## src/rtl/id_inst_queue.sv

```systemverilog
`default_nettype none
// ============================================================================
// Module   : id_inst_queue
// Brief    : Instruction queue between IF and ID. Circular buffer of
//            {PC, inst} entries with valid/ready handshakes on both sides,
//            flush, and head-entry register-index / BREAK decode.
// Revision : 1.0 - initial release
// ============================================================================
module id_inst_queue #(
    parameter int DEPTH = 4,
    parameter int PC_W  = 32
) (
    input  logic                       clk,
    input  logic                       reset,
    input  logic                       flush,
    input  logic                       left_valid,
    output logic                       left_ready,
    input  logic [PC_W-1:0]            in_pc,
    input  logic [31:0]                in_inst,
    output logic                       right_valid,
    input  logic                       right_ready,
    output logic [PC_W-1:0]            out_pc,
    output logic [31:0]                out_inst,
    output logic [4:0]                 reg_index1,
    output logic [4:0]                 reg_index2,
    output logic [4:0]                 wreg_index,
    output logic                       is_break,
    output logic [$clog2(DEPTH+1)-1:0] count
);

    localparam int             AW       = $clog2(DEPTH);
    localparam int             CW       = $clog2(DEPTH+1);
    localparam logic [CW-1:0]  FULL_CNT = CW'(DEPTH);
    localparam logic [AW-1:0]  PTR_ONE  = AW'(1);
    localparam logic [CW-1:0]  CNT_ONE  = CW'(1);

    // Storage is deliberately left out of reset; only written slots are read.
    logic [PC_W-1:0] pc_mem_q   [DEPTH];
    logic [31:0]     inst_mem_q [DEPTH];

    logic [AW-1:0] wr_ptr_q, wr_ptr_d;
    logic [AW-1:0] rd_ptr_q, rd_ptr_d;
    logic [CW-1:0] count_q,  count_d;

    logic push;
    logic pop;

    // Handshake status comes only from registered occupancy, so there is no
    // combinational path from right_ready to left_ready.
    assign left_ready  = (count_q != FULL_CNT);
    assign right_valid = (count_q != '0);
    assign count       = count_q;

    // Flush kills any concurrent transfer on either side.
    assign push = left_valid & left_ready & ~flush;
    assign pop  = right_valid & right_ready & ~flush;

    // Next-state for pointers and occupancy; flush returns to the empty state.
    always_comb begin
        wr_ptr_d = wr_ptr_q;
        rd_ptr_d = rd_ptr_q;
        count_d  = count_q;
        if (flush) begin
            wr_ptr_d = '0;
            rd_ptr_d = '0;
            count_d  = '0;
        end else begin
            if (push) begin
                wr_ptr_d = wr_ptr_q + PTR_ONE;
            end
            if (pop) begin
                rd_ptr_d = rd_ptr_q + PTR_ONE;
            end
            case ({push, pop})
                2'b10:   count_d = count_q + CNT_ONE;
                2'b01:   count_d = count_q - CNT_ONE;
                default: count_d = count_q;
            endcase
        end
    end

    // Pointer and occupancy registers, cleared asynchronously.
    always_ff @(posedge clk or posedge reset) begin
        if (reset) begin
            wr_ptr_q <= '0;
            rd_ptr_q <= '0;
            count_q  <= '0;
        end else begin
            wr_ptr_q <= wr_ptr_d;
            rd_ptr_q <= rd_ptr_d;
            count_q  <= count_d;
        end
    end

    // Entry write; untouched slots keep their contents.
    always_ff @(posedge clk) begin
        if (push) begin
            pc_mem_q[wr_ptr_q]   <= in_pc;
            inst_mem_q[wr_ptr_q] <= in_inst;
        end
    end

    // Head entry is read straight from storage: no write-to-read bypass.
    assign out_pc   = pc_mem_q[rd_ptr_q];
    assign out_inst = inst_mem_q[rd_ptr_q];

    // Head decode: stores and conditional branches read rd through the
    // second read port; bl writes the link register r1.
    always_comb begin
        reg_index1 = out_inst[9:5];
        reg_index2 = out_inst[14:10];
        wreg_index = out_inst[4:0];
        if ((out_inst[31:22] == 10'h0A4) || (out_inst[31:22] == 10'h0A5) ||
            (out_inst[31:22] == 10'h0A6) ||
            ((out_inst[31:26] >= 6'h16) && (out_inst[31:26] <= 6'h1B))) begin
            reg_index2 = out_inst[4:0];
        end
        if (out_inst[31:26] == 6'h15) begin
            wreg_index = 5'd1;
        end
    end

    assign is_break = right_valid & (out_inst[31:15] == 17'h00054);

endmodule
`default_nettype wire

```

## config.mk

```make
export PLATFORM = sky130hd
export DESIGN_NAME = id_inst_queue
export DESIGN_NICKNAME = d
export VERILOG_FILES = /design/src/rtl/id_inst_queue.sv
export SDC_FILE = /design/constraint.sdc
export NUM_CORES = 1
export LEC_CHECK = 0
export ABC_AREA = 0
export CAP_MARGIN = 20
export CORE_MARGIN = 4
export CORE_UTILIZATION = 35
export DETAILED_ROUTE_END_ITERATION = 10
export PLACE_DENSITY = 0.54
export SLEW_MARGIN = 20
export SYNTH_ARGS = -nofsm -noshare
export SYNTH_HDL_FRONTEND = slang
export SYNTH_SLANG_ARGS = --single-unit
```

## constraint.sdc

```tcl
create_clock -name clk -period 4.53 [get_ports clk]
set_input_delay 1.359 -clock clk [delete_from_list [all_inputs] [get_ports clk]]
set_output_delay 1.359 -clock clk [all_outputs]
set_load 0.005 [all_outputs]
```

==> impl_metrics.tcl <==
set metrics [dict create \
    outcome "finished clean" \
    cts_buffers 28 \
    netlist_area_um2 9930 \
    finalCritPeriodShare_pct 96.3 \
    drive_gt1_share_pct 21.8 \
    max_freq_mhz 229 \
    critPathLaunch "rd_ptr_q[0]" \
    synth_nets 487 \
    worstSetupPathType "reg2out" \
    ys_ff_latch 263 \
    root_buffer "clkbuf_16" \
    synth_flop_cell "edfxtp_1" \
    startpoint_type "flip-flop" \
    vdd_drop_max_mv 0.290 \
    worstPathCellList "buf_8, mux4_2, or4_4, nor2_4, a22oi_4, mux2_4, dlygate4sd2_1" \
    drt_iter0_drc 371 \
    worst-path-max-fanout 5 \
    seqPwrFrac_pct 41.6 \
    io_pins 154 \
    critPathSlowestCell "or4_4" \
    avgSynthCellArea_um2 24.0 \
    period_minus_slack_ns 4.36 \
    p_clk_share_pct 29.7 \
    final_cell_mix "edfxtp_1, clkdlybuf4s50_1, mux4_2" \
    drc 0 \
    tightest_slew_ns 0.633 \
    layout_commonest_cell "edfxtp_1" \
    yosysTopAreaCellShare_pct 77.4 \
    antenna_left 0 \
    switchingPower_mw 1.74 \
    min_path_type "reg2reg" \
    wirelength_mm 20.7 \
    ys_types 34 \
    p_per_area_nw_per_um2 542 \
    place_congestion 0.733 \
    viasPerCell 4.80 \
    die_area_um2 31100 \
    wl_per_cell_um 20.7 \
    grt_pass1_vias 5284 \
    synth_edf_count 256 \
    intPower_mw 5.26 \
    h-tree-depth 1 \
    core_um2 27900 \
    tns_ns 0 \
    leakagePower_nw 4.17 \
    final_util_pct 46.4 \
    numPortBuffers 153 \
    combPwrFrac_pct 28.7 \
    cts.hold.buffers_added 0 \
    cpPeakStageDelay_ns 0.55 \
    r2r_cells 5 \
    firstDrtPassIters 4 \
    clock_latency_ns 0.53 \
    synth-seq-area-share_pct 79.2 \
    reg2reg_slack_ns 2.30 \
    worstHoldStart "wr_ptr_q[1]" \
    gr-usage-met1_pct 17.0 \
    switching_share_pct 24.9 \
    hold_end "wr_ptr_q[1]" \
    grt_pass1_wl_mm 31.5 \
    r2r_start "count[2]" \
    num_vias 4788 \
    slew_headroom_pct 57.8 \
    grt_max_degree 37 \
    syn_to_final_growth_pct 30.1 \
    hold_depth 2 \
    ys_async_sr_fraction_pct 2.66 \
    finalClockSkew_ns 0.00792 \
    synth_area_leader_cell "edfxtp_1" \
    finalHoldWorstSlack_ns 0.596 \
    gr-usage-met3_pct 4.33 \
    cp.arrival_ns 3.00 \
    fin_nets 671 \
    rows 61 \
    maxSlewViolCount 0 \
    synth_cells 413 \
    die_height_um 176 \
    crit_required_ns 3.17 \
    gr-max-usage-layer "met2" \
    start_util_pct 35.7 \
    clk_pin_slew_ns 0.06 \
    dp_hpwl_mm 12.8 \
    die_w_um 176 \
    ys_warn_count 0 \
    cts_tree "done" \
    endpoint_kind "output port" \
    antenna_found_initial 2 \
    reg2reg_to "inst_mem_q[2][14]" \
    synth.top_cells.by_area "edfxtp_1, mux4_2, mux4_1" \
    clockBufferDepth 3 \
    gr-usage-met2_pct 22.1 \
    hold_viol 0 \
    max_cap_viol_count 0 \
    overflow 0 \
    track_usage_pct 13.2 \
    rsz0062_at_grt "false" \
    clock-sinks 263 \
    finalSetupViolations 0 \
]
==> flip-flops by register name (all words and copies together), names as in the netlist <==
register and cells:
count 3, pc_mem_q 128, inst_mem_q 128, wr_ptr_q 2, rd_ptr_q 2
==> routing by layer <==
metal,wire [µm],part of all wire [%],vias up
met1,8490,41,2476
met5,13,0.063,-
met2,10000,48,172
met3,1700,8.2,31
met4,499,2.4,2
li1,-,-,2107
==> power by group through the flow <==
stage	Sequential, mW	Combinational, mW	Clock [mW]
CTS	2.91	2.05	2.15
global route	2.92	2.19	2.26
floorplan	2.95	0.997	0
finish	2.91	2.01	2.08
global placement	2.98	1.93	0
detailed placement	2.99	1.95	0
==> worst max-delay path by stage <==
stage and endpoint:
6_report reg_index2[1], 5_1_grt wreg_index[0], 4_1_cts is_break, 3_5_place_dp is_break, 3_3_place_gp is_break, 2_1_floorplan inst_mem_q[0][0]
==> layout make-up <==
class                   instances  area (µm²)
clock inverters                16        96.3
well taps                     378         473
multi-input cells             125        1950
fillers                      2345       14900
clock buffers                  36         752
repair buffers                175        1770
diodes                          1        2.50
flip-flops and latches        263        7870
inverters                       4        15.0
==> critical path, delay by kind of cell (launching register included) <==
family	cells	cell delay [ns]
AO/OA/AOI/OAI	1	0.13
buffers and inverters	2	0.40
flip-flops	1	0.48
multiplexers	2	0.77
AND/OR/NAND/NOR	2	0.69
==> Yosys cell counts (2+ instances only) <==
cell type	number
buf_2	7
mux4_2	57
ha_1	4
mux2_4	5
nor4_1	2
nor2b_1	4
dfrtp_1	7
mux4_1	7
nand3_1	5
clkbuf_1	3
nand4_1	2
buf_4	5
buf_1	5
nand2_1	5
xor2_1	2
and2_1	4
a21oi_1	3
nor2_1	9
inv_1	4
edfxtp_1	256
xnor2_1	3
mux2i_1	2
==> stage by stage <==
step	setup WS [ns]	instances	power (mW)	instance area, µm²
finish	0.170	998	7.00	12900
global route	0.0254	998	7.37	12900
CTS	0.00908	995	7.11	12900
detailed placement	0.191	934	4.94	12000
global placement	0.245	934	4.91	12000
floorplan	0.868	413	3.94	9930
==> cell families after synthesis <==
family	synth area share, %
AO/OA/AOI/OAI	0.517
flip-flops	79.2
multiplexers	15.7
XOR/XNOR	0.441
adder cells (fa/ha/maj)	0.705
buffers and inverters	1.30
AND/OR/NAND/NOR	2.14
==> what timing repair did <==
action | CTS | global route
setup endpoints to repair | 6 | 2
gates cloned | 0 | 0
resized for setup | 16 | 3
pin swaps | 2 | 3
setup buffers | 9 | 3
(Power assumes the default switching activity.)
